==> config.mk <==
export PLATFORM = sky130hd
export DESIGN_NAME = aes_serial_ctrl
export DESIGN_NICKNAME = d
export VERILOG_FILES = /design/src/rtl/aes_pkg.sv /design/src/rtl/aes_beat_counter.sv /design/src/rtl/aes_serial_ctrl.sv
export SDC_FILE = /design/constraint.sdc
export NUM_CORES = 1
export LEC_CHECK = 0
export BUFFER_PORTS_ARGS = -buffer_cell sky130_fd_sc_hd__buf_2
export CORE_AREA = 2 2 51 53
export DETAILED_ROUTE_END_ITERATION = 12
export DIE_AREA = 0 0 53 55
export PLACE_DENSITY = 0.66
export SLEW_MARGIN = 0
export SYNTH_ARGS = -nofsm -noshare
export SYNTH_HDL_FRONTEND = slang
export SYNTH_HIERARCHICAL = 1
export SYNTH_SLANG_ARGS = --single-unit
==> constraint.sdc <==
create_clock -name clk -period 2 [get_ports clk]
set_input_delay 0.1 -clock clk [delete_from_list [all_inputs] [get_ports clk]]
set_output_delay 0.1 -clock clk [all_outputs]
set_load 0.005 [all_outputs]
==> src/rtl/aes_pkg.sv <==
// Shared types, encodings and parameter helpers for the AES serial controller.
// Macros AES_KEY_BITS_OK / AES_LANES_OK back the elaboration-time checks.
`ifndef AES_PKG_SV
`define AES_PKG_SV

`define AES_KEY_BITS_OK(k) (((k) == 128) || ((k) == 192) || ((k) == 256))
`define AES_LANES_OK(l) (((l) == 1) || ((l) == 2) || ((l) == 4))

package aes_pkg;

    typedef enum logic [1:0] {
        ST_LOAD   = 2'd0,
        ST_KSTALL = 2'd1,
        ST_ROUND  = 2'd2,
        ST_DRAIN  = 2'd3
    } state_t;

    localparam logic [1:0] KS_LOAD = 2'd0;
    localparam logic [1:0] KS_RCON = 2'd1;
    localparam logic [1:0] KS_SBOX = 2'd2;
    localparam logic [1:0] KS_NORM = 2'd3;

    localparam int CNT_W = 4;

    function automatic int nr_of(input int key_bits);
        return key_bits / 32 + 6;
    endfunction

    function automatic int beats_of(input int lanes);
        return 16 / lanes;
    endfunction

endpackage

`endif

==> src/rtl/aes_beat_counter.sv <==
// Modulo-N counter with enable, terminal-count flag and synchronous clear.
// Used for the beat, key-stall and round counters of the AES controller.
module aes_beat_counter #(
    parameter int N = 16,
    parameter int W = 4
) (
    input  logic         clk,
    input  logic         rst,
    input  logic         clr,
    input  logic         en,
    output logic [W-1:0] cnt,
    output logic         tc
);

    localparam logic [W-1:0] LAST = W'(N - 1);

    generate
        if (N < 1 || N > (1 << W)) begin : g_bad_n
            $error("aes_beat_counter: N out of range for W");
        end
    endgenerate

    assign tc = (cnt == LAST);

    always_ff @(posedge clk) begin
        if (rst || clr) begin
            cnt <= '0;
        end else if (en) begin
            cnt <= tc ? '0 : cnt + W'(1);
        end
    end

endmodule

==> src/rtl/aes_serial_ctrl.sv <==
// Sequencer for the byte-serial AES encrypt datapath and key expansion.
// Define AES_CTRL_PERF_EN to add the blk_cnt / stall_cnt counters.
module aes_serial_ctrl
    import aes_pkg::*;
#(
    parameter int KEY_BITS  = 128,
    parameter int LANES     = 1,
    parameter int KEY_STALL = 4
) (
    input  logic        clk,
    input  logic        rst,
    input  logic        in_valid,
    output logic        in_ready,
    input  logic        out_ready,
    output logic        out_valid,
    output logic [3:0]  beat_idx,
    output logic [3:0]  round_idx,
    output logic [1:0]  ks_phase,
    output logic        rcon_en,
    output logic        dp_shift,
    output logic        mc_en,
    output logic        pld,
    output logic        busy,
    output logic        done
`ifdef AES_CTRL_PERF_EN
    ,
    output logic [31:0] blk_cnt,
    output logic [31:0] stall_cnt
`endif
);

    localparam int NR    = nr_of(KEY_BITS);
    localparam int BEATS = beats_of(LANES);

    generate
        if (!`AES_KEY_BITS_OK(KEY_BITS)) begin : g_bad_key
            $error("aes_serial_ctrl: KEY_BITS must be 128, 192 or 256");
        end
        if (!`AES_LANES_OK(LANES)) begin : g_bad_lanes
            $error("aes_serial_ctrl: LANES must be 1, 2 or 4");
        end
        if (KEY_STALL < 1 || KEY_STALL > 16) begin : g_bad_stall
            $error("aes_serial_ctrl: KEY_STALL must be 1..16");
        end
    endgenerate

    state_t     state;
    logic       st_load;
    logic       st_kstall;
    logic       st_round;
    logic       st_drain;
    logic       in_hs;
    logic       out_hs;
    logic       beat_en;
    logic       beat_tc;
    logic       stall_tc;
    logic       round_en;
    logic       round_tc;
    logic       load_last;
    logic       round_last;
    logic       drain_last;
    logic       stall_first;
    logic       col_end;
    logic [3:0] stall_idx;
    logic [5:0] lane_pos;

    assign st_load   = (state == ST_LOAD);
    assign st_kstall = (state == ST_KSTALL);
    assign st_round  = (state == ST_ROUND);
    assign st_drain  = (state == ST_DRAIN);

    assign in_hs  = in_ready & in_valid;
    assign out_hs = out_valid & out_ready;

    assign load_last  = in_hs & beat_tc;
    assign round_last = st_round & beat_tc;
    assign drain_last = out_hs & beat_tc;

    // The beat counter wraps to zero by itself at every phase boundary.
    assign beat_en  = in_hs | st_round | out_hs;
    assign round_en = load_last | (round_last & ~round_tc);

    aes_beat_counter #(.N(BEATS), .W(CNT_W)) u_beat (
        .clk (clk),
        .rst (rst),
        .clr (1'b0),
        .en  (beat_en),
        .cnt (beat_idx),
        .tc  (beat_tc)
    );

    aes_beat_counter #(.N(KEY_STALL), .W(CNT_W)) u_stall (
        .clk (clk),
        .rst (rst),
        .clr (1'b0),
        .en  (st_kstall),
        .cnt (stall_idx),
        .tc  (stall_tc)
    );

    aes_beat_counter #(.N(NR + 1), .W(CNT_W)) u_round (
        .clk (clk),
        .rst (rst),
        .clr (drain_last),
        .en  (round_en),
        .cnt (round_idx),
        .tc  (round_tc)
    );

    always_ff @(posedge clk) begin
        if (rst) begin
            state     <= ST_LOAD;
            in_ready  <= 1'b1;
            out_valid <= 1'b0;
        end else begin
            unique case (state)
                ST_LOAD: begin
                    if (load_last) begin
                        state    <= ST_KSTALL;
                        in_ready <= 1'b0;
                    end
                end
                ST_KSTALL: begin
                    if (stall_tc) begin
                        state <= ST_ROUND;
                    end
                end
                ST_ROUND: begin
                    if (beat_tc) begin
                        if (round_tc) begin
                            state     <= ST_DRAIN;
                            out_valid <= 1'b1;
                        end else begin
                            state <= ST_KSTALL;
                        end
                    end
                end
                ST_DRAIN: begin
                    if (drain_last) begin
                        state     <= ST_LOAD;
                        in_ready  <= 1'b1;
                        out_valid <= 1'b0;
                    end
                end
                default: state <= ST_LOAD;
            endcase
        end
    end

    // A column completes when the bytes consumed so far fill a 4-byte word.
    assign lane_pos    = (6'(beat_idx) + 6'd1) * 6'(LANES);
    assign col_end     = (lane_pos[1:0] == 2'd0);
    assign stall_first = (stall_idx == '0);

    always_comb begin
        ks_phase = KS_LOAD;
        rcon_en  = 1'b0;
        dp_shift = 1'b0;
        mc_en    = 1'b0;
        pld      = 1'b0;
        unique case (1'b1)
            st_load: begin
                dp_shift = in_valid;
            end
            st_kstall: begin
                rcon_en  = stall_first;
                ks_phase = stall_first ? KS_RCON : KS_SBOX;
            end
            st_round: begin
                dp_shift = 1'b1;
                ks_phase = KS_NORM;
                mc_en    = ~round_tc;
                pld      = col_end;
            end
            st_drain: begin
                dp_shift = out_hs;
            end
            default: ;
        endcase
    end

    assign busy = ~(st_load & (beat_idx == '0));
    assign done = drain_last & ~rst;

`ifdef AES_CTRL_PERF_EN
    always_ff @(posedge clk) begin
        if (rst) begin
            blk_cnt   <= '0;
            stall_cnt <= '0;
        end else begin
            if (done) begin
                blk_cnt <= blk_cnt + 32'd1;
            end
            if (st_drain && !out_ready && stall_cnt != '1) begin
                stall_cnt <= stall_cnt + 32'd1;
            end
        end
    end
`endif

endmodule
# Word level (Yosys, flattened, before mapping)
# Index checks and enable logic that the tools add are counted.
# word_totals
reg_bits	16
rom_bits	0
mem_count	0
word_cells	67
latchBits	0
mem_bits_rw	0
output_inout_bits	18
in_bits	4
# op_classes
eq_ne	11
n_reduce_logical	10
n_mul	0
magnitude_cmp	0
muxes	22
div	0
n_addsub	4
shifts	0
bitwise_logic	14
# op_table
operator	count
adder 4 x 1 -> 4 bit (second input constant)	3
two-way mux 2 bit	6
two-way mux 4 bit	3
!= test 2 x 1 -> 1 bit (second input constant)	5
AND 1 bit	8
equality test 4 bit (second input constant)	2
logical NOT 4 bit	2
two-way mux 1 bit	8
case mux 2 bit (4 select lines)	1
AND reduction 4 bit	2
equality test 2 bit (second input constant)	2
equality test 4 x 2 -> 1 bit (second input constant)	1
logical NOT 2 bit	2
case mux 1 bit (2 select lines)	2
case mux 2 bit (2 select lines)	1
nonzero test 2 bit	2
inverter 1 bit	3
OR 1 bit	3
case mux 1 bit (3 select lines)	1
AND reduction 3 bit	1
adder 2 x 1 -> 2 bit (second input constant)	1
equality test 2 x 1 -> 1 bit (second input constant)	1
logical OR 1 bit	1

# Logic depth before layout (Yosys ltp)
# logic_depth
ltp_word	4
depth_mapped	8
ltp_nobuf	8

# Hierarchy
# The synthesis kept the hierarchy.
# by_module_without_submodules
module	area_per_inst_um2	seq_area_each_um2	cells_per_inst	n_inst
aes_serial_ctrl	441.7	80.1	56	1
aes_beat_counter (u_round)	206.4	80.1	24	1
aes_beat_counter (u_stall)	192.7	80.1	18	1
aes_beat_counter (u_beat)	180.2	80.1	19	1

# Least setup slack after synthesis
# No wires, ideal clock.
# synth_timing
kind	reg2reg
startpoint	register state[0]
endpoint	register u_round.cnt[3]
required_time_ns	1.925
n_path_buf	0
synth_period_minus_slack_ns	1.785
setup_slack_ns	0.215
path_stages_with_launch	9
setup_ns	0.075
arrival_time_ns	1.710
cell_sequence	dfxtp_1 > inv_1 > ha_1 > nor2b_1 > a21oi_1 > nor2_1 > nand3_1 > mux2_2 > o22ai_1
# synth_via
elab_chain_cells	4
# synth_lines
element	line_no	text
start: declaration	aes_serial_ctrl.sv:47	state_t state;
start signal: assignment	aes_serial_ctrl.sv:112	state <= ST_LOAD;
start signal: assignment	aes_serial_ctrl.sv:119	state <= ST_KSTALL;
start signal: assignment	aes_serial_ctrl.sv:125	state <= ST_ROUND;
equality test 2 bit	aes_serial_ctrl.sv:69	assign st_round = (state == ST_ROUND);
AND 1 bit	aes_serial_ctrl.sv:76	assign round_last = st_round & beat_tc;
AND 1 bit	aes_serial_ctrl.sv:81	assign round_en = load_last | (round_last & ~round_tc);
OR 1 bit	aes_serial_ctrl.sv:81	
named net round_en	aes_serial_ctrl.sv:57	logic round_en;
end signal: assignment	aes_beat_counter.sv:29	cnt <= tc ? '0 : cnt + W'(1);
end: declaration	aes_beat_counter.sv:11	output logic [W-1:0] cnt,
# The timed path passes the listed nets, and every way through them passes these cells.
# A chain may end at the register's enable or synchronous reset.

# Final worst setup path
# layout_timing
startpoint	register u_beat.cnt[0]
endpoint	register state[1]
# layout_via
elab_chain_cells	4
elab_cells_between_ends	7
cone_classes	4 x eq/ne; 2 x bitwise; 1 x reduce/logical
# layout_lines
element	line_no	text
start: declaration	aes_beat_counter.sv:11	
start signal: assignment	aes_beat_counter.sv:29	
equality test 4 bit *	aes_beat_counter.sv:23	assign tc = (cnt == LAST);
named net beat_tc	aes_serial_ctrl.sv:55	logic beat_tc;
AND 1 bit, on equally long branches	aes_serial_ctrl.sv:77, aes_serial_ctrl.sv:75	
!= test 2 x 1 -> 1 bit (no line)	--	
AND reduction 4 bit (no line) *	--	
# Mark *: on every way through the listed nets, which the timed path passes. The rest lies on a longest branch.

==> qor.txt <==
========================================================================================================
CTS tree ..................................................................................        built
Required time at the endpoint of the critical path ........................................      2.19 ns
Reported leakage power ....................................................................     0.548 nW
Core area .................................................................................   2360 sq um
I/O pin cnt ...............................................................................           22
Pin count of the biggest net entering global routing ......................................           15
FF-to-FF Start ............................................................................ u_beat/cnt[0]
Number of cells on the worst reg-to-reg path ..............................................            6
Clock root buffer master .................................................................. sky130_fd_sc_hd__clkbuf_4
Psw .......................................................................................   0.000282 W
Antenna Diode Count .......................................................................            0
Final critical-path required period .......................................................      1.83 ns
Final weighted congestion in routability-driven placement .................................        0.831
Final #Nets ...............................................................................          163
Wirelength per Cell ....................................................................... 12.9 microns
Max Clock Freq ............................................................................      546 MHz
Final cycle utilization of the critical path ..............................................        91.5%
Max FO, Critical Path .....................................................................            6
PD cells ..................................................................................  696 nW/um^2
Gate count of the mapped netlist ..........................................................          117
Post-synth top area cell .................................................................. sky130_fd_sc_hd__dfxtp_1
Global routing usage summed across all routing layers .....................................        18.6%
Hold violation count in the final report ..................................................            0
Largest buffer count on any clock path ....................................................            2
1st-pass router iterations ................................................................            4
Via count of the first global-routing pass ................................................          911
Via count .................................................................................          937
Internal power ............................................................................   0.000580 W
Die width .................................................................................   53 microns
Number of setup violations in the final report ............................................            0
Via-to-Cell Ratio .........................................................................         5.23
Buffers added on ports ....................................................................           21
Number of synthesis warnings ..............................................................            6
Final count of pins violating max slew ....................................................            0
Power share of the sequential group .......................................................        43.4%
Std-Cell Rows .............................................................................           18
Data arrival, critical path ...............................................................      2.02 ns
Number of clock sinks seen by CTS .........................................................           16
Slowest Stage Delay on Critical Path ......................................................      0.43 ns
Setup total negative slack ................................................................         0 ns
H-tree Lvls ...............................................................................            1
Final antenna-violating net count .........................................................            0
Clock power share .........................................................................        25.1%
Share of flip-flops with an asynchronous set or reset .....................................           0%
Fraction of final layout cells sized beyond drive strength 1 ..............................        25.5%
Combinational cell fraction of total power ................................................        31.5%
Antenna violations before repair ..........................................................            0
Crit end category .........................................................................         flop
Post-CTS clock slew at the launch and capture registers of the worst setup and hold paths .      0.10 ns
Number of synthesized flops with an enable pin ............................................            0
Switching share of power ..................................................................        32.7%
Worst supply voltage drop on vdd ..........................................................       449 uV
Endpoint with the worst hold slack ........................................................    out_valid
Origin of the worst min-delay path ........................................................          rst
Clock latency at the later pin of the worst-skew pair .....................................      0.29 ns
Area fraction of the dominant cell type after synthesis ...................................        31.4%
Hold Crit Depth ...........................................................................            2
Die Height ................................................................................   55 microns
Die area ..................................................................................   2920 sq um
Final core utilization ....................................................................        52.4%
Register-to-register setup slack ..........................................................      0.17 ns
Flops & latches, synth ....................................................................           16
Startpoint type of the worst setup path ...................................................         flop
Distinct cells, synth .....................................................................           41
Ordered cell list for the critical path ................................................... ha_1 -> and3_2 -> nand3_2 -> a221oi_4 -> nand2_1 -> a32o_1
Unrepaired setup endpoints after global routing ...........................................           no
Effective utilization at floorplan ........................................................        43.2%
Detailed-route wire length ................................................................ 2320 microns
Number of DRC markers after the initial detailed-route iteration ..........................           12
Detailed-route DRC error count ............................................................            0
CTS Buf Count .............................................................................            3
Cell area after synthesis .................................................................   1020 sq um
Critical path's slowest cell .............................................................. sky130_fd_sc_hd__dfxtp_1
Run status ................................................................................    completed
Final global-route overflow total .........................................................            0
Count of buffer and inverter cells on the critical path ...................................            0
HPWL Detailed ............................................................................. 1810 microns
Clock skew ................................................................................   0.00307 ns
Top post-synthesis cells by area .......................................................... sky130_fd_sc_hd__dfxtp_1 (31%), sky130_fd_sc_hd__ha_1 (11%), sky130_fd_sc_hd__nand2_1 (3.7%)
Layout overhead on the synthesized area ...................................................        21.3%
Global-route wire length before repair .................................................... 3890 microns
Category of the critical setup timing path ................................................   reg -> reg
Cell family contributing the most delay on the critical path .............................. compound AO/OA/AOI/OAI gates
Top FF cell, synth ........................................................................ sky130_fd_sc_hd__dfxtp_1
Mean area per synthesized cell ............................................................   8.73 sq um
Type of the worst min-delay path ..........................................................    in -> reg
Number of max-capacitance violations reported .............................................            0
Worst flop-to-flop path endpoint ..........................................................     state[1]
Sequential fraction of the synthesis area .................................................        31.4%
========================================================================================================
cells in the mapped netlist, types with 2 or more instances:
cell type / n
sky130_fd_sc_hd__nor3_1: 4
sky130_fd_sc_hd__o21a_1: 3
sky130_fd_sc_hd__nor2_1: 9
sky130_fd_sc_hd__dfxtp_1: 16
sky130_fd_sc_hd__nor3b_1: 2
sky130_fd_sc_hd__nand2_1: 10
sky130_fd_sc_hd__and3_1: 2
sky130_fd_sc_hd__a21oi_1: 7
sky130_fd_sc_hd__nand4_1: 2
sky130_fd_sc_hd__nor2b_1: 4
sky130_fd_sc_hd__inv_1: 7
sky130_fd_sc_hd__nand3_1: 4
sky130_fd_sc_hd__o21ai_0: 3
sky130_fd_sc_hd__xnor2_1: 3
sky130_fd_sc_hd__ha_1: 9
sky130_fd_sc_hd__nor4_1: 3
sky130_fd_sc_hd__xor2_1: 4
sky130_fd_sc_hd__mux2i_1: 2
routing by layer:
layer / share of wire, % / up-vias / track usage [%]
met2: 48 / 19 / 32.7
met1: 47 / 432 / 21.9
met5: 0 / - / 0
met3: 3.6 / 5 / 3.23
li1: - / 481 / -
met4: 1.9 / 0 / 9.40
cells by family after synthesis:
family,after synthesis,synth area share [%]
DFF,16,31.4
adders and majority gates,9,11.0
other,1,0.367
and+or+nand+nor,49,26.3
xor gates and xnor gates,7,6.01
AOI/OAI and AO/OA,24,18.9
buffers and inverters,8,2.94
muxes,3,3.06
repair_timing:
action	in CTS	in global routing
hold buffers	0	0
resized for setup	0	1
setup endpoints to repair	0	3
setup buffers	0	0
how the worst max path moves through the flow:
stage | start | end | slack [ns] | cells past startpoint
CTS | u_beat/cnt[0] | state[1] | 0.12 | 6
global placement | u_beat/cnt[0] | state[1] | 0.23 | 6
detailed placement | u_beat/cnt[0] | state[1] | 0.15 | 6
finish | u_beat/cnt[0] | state[1] | 0.17 | 6
global route | u_beat/cnt[0] | state[1] | 0.004 | 6
floorplan | state[0] | u_round/cnt[3] | 0.22 | 8
cell type report:
cell class	instances	area [sq um]
Clock buffer	4	36.3
Fill cell	249	1130
Multi-Input combinational cell	97	687
Tap cell	30	37.5
Sequential cell	16	320
Timing Repair Buffer	24	128
Inverter	8	30.0
stage by stage:
step | cells | setup slack, ns | total power [W] | hold slack, ns | area, sq um
final | 179 | 0.169 | 0.000862 | 0.182 | 1240
after global routing | 179 | 0.00413 | 0.000922 | 0.192 | 1240
after CTS | 179 | 0.123 | 0.000876 | 0.179 | 1240
after detailed placement | 175 | 0.148 | 0.000655 | 0.488 | 1200
after global placement | 175 | 0.226 | 0.000643 | 0.475 | 1200
after floorplan | 121 | 0.215 | 0.000559 | 0.169 | 1040
layout by cell type (no fill, tap or decap), types with 5 or more instances in the layout:
cell                      Yosys  final
sky130_fd_sc_hd__dfxtp_1     16     16
sky130_fd_sc_hd__nand2_1     10     10
sky130_fd_sc_hd__nor2_1       9      9
sky130_fd_sc_hd__a21oi_1      7      7
sky130_fd_sc_hd__inv_1        7      7
sky130_fd_sc_hd__buf_2        0     21
sky130_fd_sc_hd__conb_1       1      5
sky130_fd_sc_hd__ha_1         9      9
registers in the layout, summed over array words and instances (netlist names):
| name | count |
|---|---|
| u_beat/cnt | 4 |
| u_round/cnt | 4 |
| u_stall/cnt | 4 |
| state | 2 |
| in_ready | 1 |
| out_valid | 1 |
power by group through the flow:
| stage | clock network, W | registers, W | logic, W |
|---|---|---|---|
| 2_1_floorplan | 0 | 0.000374 | 0.000185 |
| 3_3_place_gp | 0 | 0.000379 | 0.000264 |
| 3_5_place_dp | 0 | 0.000381 | 0.000274 |
| 4_1_cts | 0.000227 | 0.000374 | 0.000275 |
| 5_1_grt | 0.000239 | 0.000378 | 0.000304 |
| 6_report | 0.000217 | 0.000374 | 0.000271 |
(Power assumes the default switching activity.)
